--- config.mk ---
export PLATFORM = sky130hd
export DESIGN_NAME = boss_ctrl
export DESIGN_NICKNAME = d
export VERILOG_FILES = /design/src/rtl/boss_ctrl.sv
export SDC_FILE = /design/constraint.sdc
export NUM_CORES = 1
export LEC_CHECK = 0
export ABC_CLOCK_PERIOD_IN_PS = 7700
export BUFFER_PORTS_ARGS = -buffer_cell sky130_fd_sc_hd__buf_2
export CORE_ASPECT_RATIO = 1.4
export CORE_MARGIN = 5
export CORE_UTILIZATION = 44
export DETAILED_ROUTE_END_ITERATION = 16
export PLACE_DENSITY_LB_ADDON = 0.3
export REMOVE_ABC_BUFFERS = 1
export SLEW_MARGIN = 15
export SYNTH_ARGS = -nofsm -noshare
export SYNTH_HDL_FRONTEND = slang
export SYNTH_SLANG_ARGS = --single-unit
--- constraint.sdc ---
create_clock -name clk22 -period 7.7 [get_ports clk22]
set_input_delay 0.385 -clock clk22 [delete_from_list [all_inputs] [get_ports clk22]]
set_output_delay 0.385 -clock clk22 [all_outputs]
set_load 0.05 [all_outputs]
--- src/rtl/boss_ctrl.sv ---
// Final-stage boss motion controller: spawn gating, entry slide, bouncing patrol,
// monotonic HP-driven phase escalation and a timed death sequence.
module boss_ctrl #(
  parameter int W           = 10,
  parameter int HPW         = 10,
  parameter int N_ENEMY     = 4,
  parameter int HP_MAX      = 450,
  parameter int TH1         = 300,
  parameter int TH2         = 150,
  parameter int X_MIN       = 50,
  parameter int X_MAX       = 400,
  parameter int Y_HOME      = 75,
  parameter int Y_LOW       = 150,
  parameter int SPD_X       = 3,
  parameter int SPD_Y       = 1,
  parameter int DEATH_TICKS = 32
) (
  input  logic               clk22,
  input  logic               rst,
  input  logic [N_ENEMY-1:0] enma,
  input  logic [HPW-1:0]     bosshp,
  output logic [W-1:0]       bossx,
  output logic [W-1:0]       bossy,
  output logic               boss,
  output logic [1:0]         phase,
  output logic               dying,
  output logic               defeated
);

  // state   | meaning
  // IDLE    | waiting for the regular wave to clear
  // ENTER   | sliding in from x=0 to X_MIN
  // P1..P3  | combat phases, patrol + descent in P2/P3
  // DYING   | frozen, counting down the death animation
  // DONE    | boss gone, defeated held until reset
  typedef enum logic [2:0] {
    S_IDLE, S_ENTER, S_P1, S_P2, S_P3, S_DYING, S_DONE
  } state_t;

  localparam int CW = $clog2(DEATH_TICKS + 1);
  localparam int WE = W + 1;

  localparam logic [WE-1:0]  XMIN_E  = WE'(X_MIN);
  localparam logic [WE-1:0]  XMAX_E  = WE'(X_MAX);
  localparam logic [WE-1:0]  YLOW_E  = WE'(Y_LOW);
  localparam logic [W-1:0]   XMIN_V  = W'(X_MIN);
  localparam logic [W-1:0]   XMAX_V  = W'(X_MAX);
  localparam logic [W-1:0]   YHOME_V = W'(Y_HOME);
  localparam logic [W-1:0]   YLOW_V  = W'(Y_LOW);
  localparam logic [HPW-1:0] HPMAX_V = HPW'(HP_MAX);
  localparam logic [HPW-1:0] TH1_V   = HPW'(TH1);
  localparam logic [HPW-1:0] TH2_V   = HPW'(TH2);

  state_t          state_q;
  logic [W-1:0]    bossx_q, bossy_q;
  logic            dir_q;
  logic [CW-1:0]   cnt_q;
  logic            boss_q, dying_q, defeated_q;
  logic [1:0]      phase_q;

  logic            hp_zero, spawn_ok;
  logic [1:0]      hp_rank, cur_rank, new_rank;
  state_t          hp_state, new_state;
  logic [WE-1:0]   x_ext, step_e, xsum, esum, ysum;
  logic [W-1:0]    px_d, ex_d, py_d;
  logic            pdir_d;

  function automatic state_t rank_to_state(input logic [1:0] r);
    case (r)
      2'd1:    return S_P1;
      2'd2:    return S_P2;
      default: return S_P3;
    endcase
  endfunction

  always_comb begin
    hp_zero  = (bosshp == '0);
    spawn_ok = (enma == '0) && !hp_zero && (bosshp <= HPMAX_V);

    if (bosshp > TH1_V)      hp_rank = 2'd1;
    else if (bosshp > TH2_V) hp_rank = 2'd2;
    else if (!hp_zero)       hp_rank = 2'd3;
    else                     hp_rank = 2'd0;

    case (state_q)
      S_P1:    cur_rank = 2'd1;
      S_P2:    cur_rank = 2'd2;
      S_P3:    cur_rank = 2'd3;
      default: cur_rank = 2'd0;
    endcase

    // HP only ever pushes the phase upward
    new_rank  = (hp_rank > cur_rank) ? hp_rank : cur_rank;
    new_state = rank_to_state(new_rank);
    hp_state  = rank_to_state(hp_rank);

    // all patrol arithmetic is one bit wider so nothing wraps
    x_ext  = {1'b0, bossx_q};
    step_e = (new_rank == 2'd3) ? WE'(2 * SPD_X) : WE'(SPD_X);
    xsum   = x_ext + step_e;
    px_d   = bossx_q;
    pdir_d = dir_q;
    if (!dir_q) begin
      if (xsum >= XMAX_E) begin
        px_d   = XMAX_V;
        pdir_d = 1'b1;
      end else begin
        px_d = xsum[W-1:0];
      end
    end else begin
      if (x_ext <= XMIN_E + step_e) begin
        px_d   = XMIN_V;
        pdir_d = 1'b0;
      end else begin
        px_d = W'(x_ext - step_e);
      end
    end

    esum = x_ext + WE'(SPD_X);
    ex_d = (esum >= XMIN_E) ? XMIN_V : esum[W-1:0];

    ysum = {1'b0, bossy_q} + WE'(SPD_Y);
    if (new_rank == 2'd1)     py_d = YHOME_V;
    else if (ysum >= YLOW_E)  py_d = YLOW_V;
    else                      py_d = ysum[W-1:0];
  end

  always_ff @(posedge clk22) begin
    if (rst) begin
      state_q    <= S_IDLE;
      bossx_q    <= '0;
      bossy_q    <= YHOME_V;
      dir_q      <= 1'b0;
      cnt_q      <= '0;
      boss_q     <= 1'b0;
      phase_q    <= 2'd0;
      dying_q    <= 1'b0;
      defeated_q <= 1'b0;
    end else begin
      case (state_q)
        S_IDLE: begin
          if (spawn_ok) begin
            state_q <= S_ENTER;
            boss_q  <= 1'b1;
          end
        end
        S_ENTER, S_P1, S_P2, S_P3: begin
          if (hp_zero) begin
            state_q <= S_DYING;
            dying_q <= 1'b1;
            phase_q <= 2'd0;
            cnt_q   <= CW'(DEATH_TICKS - 1);
          end else if (state_q == S_ENTER) begin
            if (bossx_q == XMIN_V) begin
              state_q <= hp_state;
              phase_q <= hp_rank;
              dir_q   <= 1'b0;
            end else begin
              bossx_q <= ex_d;
            end
          end else begin
            state_q <= new_state;
            phase_q <= new_rank;
            bossx_q <= px_d;
            dir_q   <= pdir_d;
            bossy_q <= py_d;
          end
        end
        S_DYING: begin
          if (cnt_q == '0) begin
            state_q    <= S_DONE;
            boss_q     <= 1'b0;
            bossx_q    <= '0;
            bossy_q    <= '0;
            dying_q    <= 1'b0;
            defeated_q <= 1'b1;
          end else begin
            cnt_q <= cnt_q - 1'b1;
          end
        end
        S_DONE: ;
        default: state_q <= S_IDLE;
      endcase
    end
  end

  assign bossx    = bossx_q;
  assign bossy    = bossy_q;
  assign boss     = boss_q;
  assign phase    = phase_q;
  assign dying    = dying_q;
  assign defeated = defeated_q;

endmodule

==> flow_metrics.env, run 1 <==
export IMPL_path_clk_slew_ns=0.08
export IMPL_criticalPathCategory="reg -> reg"
export IMPL_hold_path_startpoint="dying"
export IMPL_ys_seq_area_share_pct=21.2
export IMPL_cts_sink_count=35
export IMPL_ctsLongestPathBuffers=2
export IMPL_nets=491
export IMPL_post_place_ws_ns=2.74
export IMPL_critPathMaxFanout=16
export IMPL_antenna_diode_count=0
export IMPL_starting_utilization_of_the_core_area_pct=45.0
export IMPL_cts_root_buf="clkbuf_8"
export IMPL_timing_critical_path_required_ns=7.86
export IMPL_clock_latency_ns=0.29
export IMPL_detail_route_wirelength_mm=8.99
export IMPL_commonest_non_fill_non_tap_cells_in_the_layout="41 x nand2_1, 40 x nor2_1, 40 x buf_2"
export IMPL_grt_first_pass_wirelength_mm=15.0
export IMPL_worst_clock_skew_ns=0.00886
export IMPL_floorplan_rows=37
export IMPL_die_h_um=113
export IMPL_synth_warnings=0
export IMPL_io_pin_count=41
export IMPL_static_leakage_power_nw=1.47
export IMPL_max_slew_margin_pct=46.9
export IMPL_gr_total_overflow=0
export IMPL_fp_dieArea_um2=9380
export IMPL_layout_setup_ws_ns=2.83
export IMPL_detailedPlacementHpwl_mm=6.67
export IMPL_syn_area_per_cell_um2=7.77
export IMPL_worst_hold_path_endpoint="dying"
export IMPL_ctsResizeCount=0
export IMPL_regToRegSetupSlack_ns=2.83
export IMPL_final_max_slew_viol_count=0
export IMPL_num_fill_cells=730
export IMPL_power_density_cell_area_nw_per_um2=227
export IMPL_drv_cap=0
export IMPL_mappedNetlistArea_um2=3310
export IMPL_port_buffers=40
export IMPL_syn_to_final_growth_pct=7.83
export IMPL_postSynthRegisterBits=35
export IMPL_post_synth_inst_count=426
export IMPL_finalSetupViolCount=0
export IMPL_die_width_um=83.3
export IMPL_post_drt_wl_per_cell_um=16.3
export IMPL_ys_types=81
export IMPL_hold_depth=2
export IMPL_finalWorstPathRequiredPeriod_ns=4.87
export IMPL_route_detailed_vias_per_inst=6.09
export IMPL_crit_path_end_kind="register"
export IMPL_final_antenna_net_count=0
export IMPL_worst_setup_path_start_kind="register"
export IMPL_setup_tns_after_final_layout_ns=0
export IMPL_detailroute_via_count=3353
export IMPL_postSynth_asyncResetShare_pct=0
export IMPL_remaining_drc_errors=0
export IMPL_cts_setup_buffers=0
export IMPL_cts_tree="built"
export IMPL_status="complete, no violations"
export IMPL_rr_endpoint="bossx[4]"
export IMPL_synth_top_flop_cell="dfxtp_1"
export IMPL_hold_violations=0
export IMPL_number_of_antenna_violations_at_the_first_check_in_global_routing=0
export IMPL_ctsHoldBuffers=0
export IMPL_total_power_w=0.000808
export IMPL_clock_fmax_mhz=205
export IMPL_dr_pass1_iters=5
export IMPL_worstHoldPathType="reg -> reg"
export IMPL_rsz0062_at_grt="no"
export IMPL_number_of_global_route_vias_before_repair=3159
export IMPL_core_area_um2=7360
export IMPL_tightest_slew_ns=0.795
export IMPL_detail_route_iter0_violations=269
export IMPL_r2r_worst_path_cells=20
export IMPL_cts_max_level=2
export IMPL_gp_congestion=0.992
export IMPL_power_ir_vdd_worst_v=0.000130
export IMPL_layout_core_utilization_pct=48.5
export IMPL_count_of_flip_flops_with_a_built_in_enable_after_synthesis=0
export IMPL_final_common_cell="nand2_1"
export IMPL_grt_start_max_net_pins=33
export IMPL_period_share_pct=63.2
export IMPL_total_grt_usage_pct=18.8
export IMPL_cp_arrival_ns=5.03
export IMPL_numCtsBuffers=5
export IMPL_crit_reg2reg_launch="state_q[2]"
export IMPL_share_of_post_route_cells_with_drive_strength_above_1_pct=17.2
## per-stage QoR
stage,area [um2],hold WS [ns],cells
3_5_place_dp,3460,0.467,543
2_1_floorplan,3130,0.454,406
5_1_grt,3570,0.525,551
6_report,3570,0.483,551
4_1_cts,3570,0.481,551
3_3_place_gp,3460,0.450,543
## logic make-up after synthesis
logic type               Yosys count  share of synthesized area [%]
buffers and inverters             44                           8.01
AO/OA/AOI/OAI                    132                           28.2
XOR/XNOR                          23                           6.09
adder cells (fa/ha/maj)           23                           8.62
flip-flops                        35                           21.2
AND/OR/NAND/NOR                  167                           27.3
multiplexers                       2                          0.643
## critical path, stage by stage (launching register included)
cell and delay, ns:
dfxtp_1 0.69, inv_1 0.29, nor2_1 0.28, o21ba_2 0.18, ha_1 0.22, nand2_1 0.06, o21ai_0 0.12, and2_1 0.21
or2_2 0.32, ha_1 0.24, inv_1 0.13, ha_1 0.20, inv_1 0.06, ha_1 0.23, o21bai_2 0.21, nand2_1 0.17
a22oi_1 0.29, a211oi_2 0.13, a21oi_2 0.39, a221o_1 0.23, o211ai_1 0.08
## routing by layer
metal,routed length [um],part of all wire [%],up-vias,global-route usage (%)
met5,0,0,-,0
met4,349,3.9,0,9.16
met3,442,4.9,35,3.23
met2,4410,49,122,32.3
met1,3790,42,1578,22.6
li1,-,-,1618,-
## worst max path at each step
stage | from | endpoint | slack [ns] | depth (start not counted)
floorplan | bosshp[0] | bossx[4] | 3.47 | 19
global placement | bosshp[0] | bossx[4] | 2.84 | 22
detailed placement | bosshp[4] | bossx[4] | 2.74 | 22
CTS | state_q[2] | bossx[4] | 2.91 | 20
global route | state_q[2] | bossx[4] | 2.48 | 20
finish | state_q[2] | bossx[4] | 2.83 | 20
## area by class of cell
cell class / instances / area, um2 / area share (%)
multi-input combinational: 347 / 2340 / 65.7
sequential: 35 / 701 / 19.6
timing repair buffer: 40 / 200 / 5.61
tap: 97 / 121 / 3.40
inverter: 24 / 90.1 / 2.52
clock buffer: 5 / 68.8 / 1.93
clock inverter: 3 / 43.8 / 1.23
## registers in the layout (all words and copies together), names as in the netlist
signal    cells
bossx        10
bossy        10
cnt_q         6
state_q       3
phase         2
boss          1
defeated      1
dir_q         1
dying         1
## power breakdown
group	total, W	switching [W]	internal [W]
Sequential	0.000236	0.0000376	0.000198
Combinational	0.000401	0.000265	0.000137
Clock	0.000171	0.0000749	0.0000965
Total	0.000808	0.000377	0.000431
## synthesized netlist by cell type (4+ instances only)
master,count,area [um2]
o21ai_0,22,110
o31ai_1,6,45.0
buf_4,8,60.1
nand4_1,4,25.0
inv_1,23,86.3
xnor2_1,14,123
a21oi_1,29,145
nand2_1,41,154
nor3_1,15,75.1
nand3_1,12,60.1
and3_1,8,50.1
buf_2,4,20.0
o211ai_1,5,37.5
dfxtp_1,35,701
and2_1,6,37.5
o21ai_1,4,20.0
a221oi_1,5,43.8
nand2b_1,4,25.0
o21a_1,5,37.5
ha_1,22,275
a211oi_1,4,30.0
a22oi_1,5,37.5
nor2_1,40,150
a31oi_1,13,81.3
xor2_1,9,78.8
Power figures use the tool's default switching activity.
==> inputs of run 2 (changes only) <==
--- a/config.mk
+++ b/config.mk
@@ -5,7 +5,8 @@
 export SDC_FILE = /design/constraint.sdc
 export NUM_CORES = 1
 export LEC_CHECK = 0
-export ABC_CLOCK_PERIOD_IN_PS = 7700
+export ABC_AREA = 1
+export ABC_CLOCK_PERIOD_IN_PS = 3910
 export BUFFER_PORTS_ARGS = -buffer_cell sky130_fd_sc_hd__buf_2
 export CORE_ASPECT_RATIO = 1.4
 export CORE_MARGIN = 5
==> constraint.sdc (replaced) <==
create_clock -name clk22 -period 3.91 [get_ports clk22]
set_input_delay 0.1955 -clock clk22 [delete_from_list [all_inputs] [get_ports clk22]]
set_output_delay 0.1955 -clock clk22 [all_outputs]
set_load 0.05 [all_outputs]
==> run 2 against run 1 <==
Sequential power up 120%. Critical path depth grew 9. Wire length shrank 6.6%. Global-route usage increased by 0.27 points. Non-clock buffer count rose by 3. Total power rose to 2.8 times the previous value. Sequential cell count did not move. Cell count up 19%. First-iteration DRC count decreased by 28%. Synthesized cell count rose by 22%. Clock power grew 50%. Design area up 1.6%. Largest cell class unchanged. Largest power group unchanged. Highest routed layer unchanged.
==> flow_metrics.env, run 2 <==
export IMPL_yosysTopAreaCellShare_pct=21.8
export IMPL_detail_route_wirelength_mm=8.40
export IMPL_starting_utilization_of_the_core_area_pct=44.5
export IMPL_postSynthRegisterBits=35
export IMPL_floorplan_rows=37
export IMPL_detailedPlacementHpwl_mm=6.70
export IMPL_regToRegSetupSlack_ns=0.37
export IMPL_cts_max_level=2
export IMPL_ctsLongestPathBuffers=2
export IMPL_rr_endpoint="bossx[0]"
export IMPL_route_top_layer_used="met4"
export IMPL_cp_arrival_ns=3.69
export IMPL_r2r_worst_path_cells=29
export IMPL_share_of_post_route_cells_with_drive_strength_above_1_pct=18.8
export IMPL_post_synth_xor_area_fraction_pct=3.54
export IMPL_critPathMaxFanout=6
export IMPL_fp_dieArea_um2=9140
export IMPL_postSynth_asyncResetShare_pct=0
export IMPL_cp_num_buf_inv=6
export IMPL_yosys_area_top_type="dfxtp_1"
export IMPL_finalWorstPathRequiredPeriod_ns=3.54
export IMPL_comb_power_share_pct=65.0
export IMPL_clock_fmax_mhz=282
export IMPL_route_met2_wl_mm=4.52
export IMPL_timing_critical_path_required_ns=4.06
export IMPL_num_fill_cells=799
export IMPL_final_max_slew_viol_count=0
export IMPL_hold_slack_ns=0.388
export IMPL_max_slew_margin_pct=58.0
export IMPL_core_area_um2=7220
export IMPL_path_clk_slew_ns=0.07
export IMPL_post_drt_wl_per_cell_um=12.8
export IMPL_count_of_flip_flops_with_a_built_in_enable_after_synthesis=0
export IMPL_number_of_global_route_vias_before_repair=3260
export IMPL_crit_path_end_kind="register"
export IMPL_period_share_pct=90.6
export IMPL_ys_types=43
export IMPL_nets=597
export IMPL_gr_total_overflow=0
export IMPL_antenna_diode_count=0
export IMPL_worst_hold_path_endpoint="state_q[2]"
export IMPL_power_share_sequential_pct=23.6
export IMPL_post_synth_main_area_contributors="dfxtp_1 22%, nand2_1 17%, ha_1 8.6%"
export IMPL_worstHoldPathType="in -> reg"
export IMPL_final_common_cell="nand2_1"
export IMPL_gp_congestion=0.908
export IMPL_worst_clock_skew_ns=0.00874
export IMPL_post_synth_inst_count=520
export IMPL_port_buffers=40
export IMPL_status="complete, no violations"
export IMPL_mappedNetlistArea_um2=3220
export IMPL_cts_sink_count=35
export IMPL_number_of_antenna_violations_at_the_first_check_in_global_routing=0
export IMPL_final_antenna_net_count=0
export IMPL_commonest_non_fill_non_tap_cells_in_the_layout="141 x nand2_1, 71 x inv_1, 44 x nand3_1"
export IMPL_sw_frac_of_total_pct=54.7
export IMPL_syn_area_per_cell_um2=6.18
export IMPL_finalSetupViolCount=0
export IMPL_synth_area_mux_share_pct=0
export IMPL_worst_path_dominant_cell_family="simple AND/OR/NAND/NOR gates"
export IMPL_route_detailed_vias_per_inst=5.17
export IMPL_synth_top_flop_cell="dfxtp_1"
export IMPL_cp_slowest_cell="dfxtp_2"
export IMPL_cts_root_buf="clkbuf_8"
export IMPL_critical_path_most_common_cell="nand2_1"
export IMPL_synth_warnings=0
export IMPL_ctsHoldBuffers=0
export IMPL_power_density_cell_area_nw_per_um2=620
export IMPL_grt_first_pass_wirelength_mm=14.2
export IMPL_wl_met1_mm=3.49
export IMPL_clock_latency_ns=0.29
export IMPL_remaining_drc_errors=0
export IMPL_critical_path_max_stage_delay_ns=0.34
export IMPL_hold_depth=6
export IMPL_synth_compound_gate_area_share_pct=15.6
export IMPL_internal_power_w=0.00102
export IMPL_die_h_um=111
export IMPL_drv_cap=0
export IMPL_tightest_slew_ns=0.631
export IMPL_die_width_um=82.3
export IMPL_power_share_clock_pct=11.4
export IMPL_syn_to_final_growth_pct=12.7
export IMPL_synth_top_cells_by_count="143 x nand2_1, 72 x inv_1, 45 x nand3_1, 42 x a21oi_1, 35 x dfxtp_1"
export IMPL_total_grt_usage_pct=19.1
export IMPL_detail_route_iter0_violations=195
export IMPL_crit_reg2reg_launch="state_q[0]"
export IMPL_hold_violations=0
export IMPL_numCtsBuffers=5
export IMPL_detailroute_via_count=3394
export IMPL_cts_tree="built"
export IMPL_post_synth_and_or_nand_nor_area_fraction_pct=39.1
export IMPL_power_ir_vdd_worst_v=0.000392
export IMPL_power_net_switching_w=0.00123
export IMPL_io_pin_count=41
export IMPL_hold_path_startpoint="enma[1]"
export IMPL_dpl_cell_area_um2=3500
export IMPL_worst_setup_path_start_kind="register"
export IMPL_synth_top_family_by_area="simple AND/OR/NAND/NOR gates"
export IMPL_synth_adder_area_share_pct=8.56
export IMPL_detailroute_wirelength_met3_um=192
export IMPL_static_leakage_power_nw=1.79
export IMPL_criticalPathCategory="reg -> reg"
export IMPL_ys_seq_area_share_pct=21.8
export IMPL_post_route_cell_area_um2=3620
export IMPL_grt_start_max_net_pins=34
export IMPL_dr_pass1_iters=5
export IMPL_synth_most_common_cell="nand2_1"
## run 2: cell types whose count changed after synthesis, moves of 11 or more
cell	previous run	this run
a21oi_1	29	42
a31oi_1	13	2
inv_1	23	72
nand2_1	41	143
nand3_1	12	45
xnor2_1	14	2
## run 2: metal layers
| layer | track usage (%) | vias to the layer above |
|---|---|---|
| met5 | 0 | - |
| met4 | 7.87 | 0 |
| met3 | 2.11 | 15 |
| met2 | 34.0 | 61 |
| met1 | 22.2 | 1562 |
| li1 | - | 1756 |
## run 2: cell type report
class                   count  area (um2)  area share [%]
inverters                  83         313            8.63
multi-input cells         391        2180            60.1
well taps                  97         121            3.35
repair buffers             43         223            6.14
clock buffers               6        72.6            2.00
clock inverters             2        12.5           0.345
flip-flops and latches     35         704            19.4
## run 2: worst max-delay path by stage
stage                           to  cells after the start  slack [ns]       start
final                     bossx[0]                     29        0.37  state_q[0]
after global routing      bossx[0]                     29       -0.05  state_q[0]
after CTS                 bossx[0]                     29        0.10  state_q[0]
after detailed placement  bossx[0]                     32       -0.03   bosshp[1]
after global placement    bossx[0]                     32        0.13   bosshp[1]
after floorplan           bossx[0]                     30        0.52   bosshp[9]
## run 2: power by group through the flow
| stage | logic, W | registers, W | clock network, W |
|---|---|---|---|
| global route | 0.00165 | 0.000546 | 0.000281 |
| finish | 0.00146 | 0.000530 | 0.000257 |
| detailed placement | 0.00143 | 0.000533 | 0 |
| CTS | 0.00144 | 0.000525 | 0.000267 |
| global placement | 0.00142 | 0.000532 | 0 |
| floorplan | 0.000922 | 0.000698 | 0 |
## run 2: metrics by stage
stage | instances | util [%] | setup WS, ns | total power, W | setup TNS (ns)
5_1_grt | 657 | 50.2 | -0.0525 | 0.00247 | -0.0525
2_1_floorplan | 509 | - | 0.518 | 0.00162 | 0
3_3_place_gp | 648 | 48.4 | 0.135 | 0.00195 | 0
6_report | 657 | 50.2 | 0.366 | 0.00225 | 0
4_1_cts | 656 | 49.6 | 0.102 | 0.00223 | 0
3_5_place_dp | 648 | 48.4 | -0.0280 | 0.00196 | -0.0322
## run 2: what timing repair did
| item | 4_1_cts | 5_1_grt |
|---|---|---|
| resized for setup | 0 | 14 |
| endpoints found under the setup margin | 0 | 10 |
| buffers inserted | 0 | 1 |
## run 2: worst reg2reg max path: cells and delay by family (launching register included)
| kind | cells | cell delay, ns |
|---|---|---|
| simple gates | 16 | 1.39 |
| fa+ha+maj | 4 | 0.87 |
| buf+inv | 6 | 0.43 |
| compound gates | 3 | 0.40 |
| flops | 1 | 0.34 |
## run 2: cell families (layout without fill, tap and decap cells)
family / after synthesis / count (layout)
XOR/XNOR: 13 / 13
buffers and inverters: 94 / 134
flip-flops: 35 / 35
AND/OR/NAND/NOR: 269 / 269
adder cells (fa/ha/maj): 22 / 22
AO/OA/AOI/OAI: 87 / 87
==> inputs of run 3 (changes only) <==
--- a/config.mk
+++ b/config.mk
@@ -6,7 +6,7 @@
 export NUM_CORES = 1
 export LEC_CHECK = 0
 export ABC_AREA = 1
-export ABC_CLOCK_PERIOD_IN_PS = 3910
+export ABC_CLOCK_PERIOD_IN_PS = 3950
 export BUFFER_PORTS_ARGS = -buffer_cell sky130_fd_sc_hd__buf_2
 export CORE_ASPECT_RATIO = 1.4
 export CORE_MARGIN = 5
==> constraint.sdc (replaced) <==
create_clock -name clk22 -period 3.95 [get_ports clk22]
set_input_delay 0.1975 -clock clk22 [delete_from_list [all_inputs] [get_ports clk22]]
set_output_delay 0.1975 -clock clk22 [all_outputs]
set_load 0.05 [all_outputs]
==> run 3 against run 2 <==
Sequential share of layout area is essentially flat. Die area is the same. Count of clock-buffer cells in the layout shrank 1. Sequential power shrank 2%. Global-route usage is essentially flat. Via count shrank 0.21%. Clock power grew 2%. Critical path depth is the same. Cell count shrank 0.15%. Hold slack lost 0.0060 ns. Core utilization shrank 0.29 points.
==> flow_metrics.env, run 3 (same netlist as run 2, synthesis figures left out) <==
export IMPL_remaining_drc_errors=0
export IMPL_detailedPlacementHpwl_mm=6.56
export IMPL_worstHoldPathType="in -> reg"
export IMPL_numCtsBuffers=5
export IMPL_dr_pass1_iters=4
export IMPL_route_detailed_vias_per_inst=5.16
export IMPL_antenna_diode_count=0
export IMPL_port_buffers=40
export IMPL_worst_clock_skew_ns=0.0126
export IMPL_final_max_slew_viol_count=0
export IMPL_static_leakage_power_nw=1.78
export IMPL_die_width_um=82.3
export IMPL_critical_path_max_stage_delay_ns=0.33
export IMPL_commonest_non_fill_non_tap_cells_in_the_layout="141 x nand2_1, 70 x inv_1, 45 x nand3_1"
export IMPL_status="complete, no violations"
export IMPL_clock_fmax_mhz=279
export IMPL_dpl_cell_count=648
export IMPL_number_of_antenna_violations_at_the_first_check_in_global_routing=0
export IMPL_detailroute_via_count=3387
export IMPL_final_antenna_net_count=0
export IMPL_finalNonFillerCells=656
export IMPL_die_h_um=111
export IMPL_syn_to_final_growth_pct=12.1
export IMPL_gp_congestion=0.910
export IMPL_post_drt_wl_per_cell_um=12.6
export IMPL_core_area_um2=7220
export IMPL_nets=596
export IMPL_detail_route_wirelength_mm=8.24
export IMPL_finalSetupViolCount=0
export IMPL_grt_start_max_net_pins=34
export IMPL_share_of_post_route_cells_with_drive_strength_above_1_pct=18.1
export IMPL_cts_root_buf="clkbuf_8"
export IMPL_cts_setup_buffers=0
export IMPL_cts_max_level=2
export IMPL_setup_tns_after_final_layout_ns=0
export IMPL_cp_arrival_ns=3.74
export IMPL_grt_first_pass_wirelength_mm=14.2
export IMPL_number_of_global_route_vias_before_repair=3259
export IMPL_clock_latency_ns=0.30
export IMPL_starting_utilization_of_the_core_area_pct=44.5
export IMPL_cts_tree="built"
export IMPL_num_fill_cells=773
export IMPL_gr_total_overflow=0
export IMPL_critical_path_most_common_cell="nand2_1"
export IMPL_hold_slack_ns=0.382
export IMPL_io_pin_count=41
export IMPL_finalWorstPathRequiredPeriod_ns=3.59
export IMPL_total_grt_usage_pct=19.1
export IMPL_max_slew_margin_pct=58.2
export IMPL_final_common_cell="nand2_1"
export IMPL_detail_route_iter0_violations=149
export IMPL_critPathMaxFanout=6
export IMPL_cts_sink_count=35
export IMPL_tightest_slew_ns=0.627
export IMPL_path_clk_slew_ns=0.07
export IMPL_drv_cap=0
export IMPL_criticalPathCategory="reg -> reg"
export IMPL_power_density_cell_area_nw_per_um2=614
export IMPL_crit_path_end_kind="register"
export IMPL_ctsLongestPathBuffers=2
export IMPL_period_share_pct=90.9
export IMPL_hold_violations=0
export IMPL_worst_setup_path_start_kind="register"
export IMPL_cp_slowest_cell="dfxtp_1"
export IMPL_power_ir_vdd_worst_v=0.000344
export IMPL_fp_dieArea_um2=9140
export IMPL_floorplan_rows=37
export IMPL_timing_critical_path_required_ns=4.10
-- run 3: through the flow --
step	util (%)	total power [W]	setup WS [ns]	cell area (um2)
floorplan	-	0.00160	0.556	3160
global placement	48.4	0.00193	0.195	3500
detailed placement	48.4	0.00194	-0.0292	3500
CTS	49.7	0.00221	0.160	3590
global route	49.9	0.00243	-0.0232	3600
finish	49.9	0.00221	0.361	3600
-- run 3: what timing repair did --
action / 4_1_cts / 5_1_grt
gates resized for setup: 0 / 9
hold endpoints to repair: 0 / 0
endpoints found under the setup margin: 0 / 10
hold buffers: 0 / 0
-- run 3: cell type report --
type                       instances  area, um2  share of cell area, %
sequential                        35        702                   19.5
timing repair buffer              42        215                   5.97
clock inverter                     3       20.0                  0.556
tap                               97        121                   3.37
clock buffer                       5       68.8                   1.91
multi-input combinational        391       2160                   60.0
inverter                          83        313                   8.68
-- run 3: where the power goes --
part | switching (W) | total (W) | internal [W]
Sequential | 0.000100 | 0.000520 | 0.000420
Clock | 0.000139 | 0.000261 | 0.000123
Combinational | 0.000975 | 0.00143 | 0.000454
Total | 0.00121 | 0.00221 | 0.000997
-- run 3: worst paths after layout --
kind                            startpoint    endpoint  slack [ns]  cells past startpoint
worst min register to register    defeated    defeated        0.46                      2
worst max-delay path            state_q[1]    bossx[0]        0.36                     29
worst max register to register  state_q[1]    bossx[0]        0.36                     29
worst min-delay path               enma[1]  state_q[2]        0.38                      6
-- run 3: worst max-delay path, delay by kind of cell, from the launching register on --
| family | cells | cell delay [ns] |
|---|---|---|
| buf+inv | 6 | 0.41 |
| compound gates | 3 | 0.39 |
| fa+ha+maj | 4 | 0.89 |
| flops | 1 | 0.33 |
| simple gates | 16 | 1.45 |
-- run 3: per-layer routing --
metal | routed length [um] | global-route usage (%)
met1 | 3300 | 22.1
met4 | 108 | 5.65
met3 | 312 | 2.60
met5 | 0 | 0
met2 | 4520 | 35.0
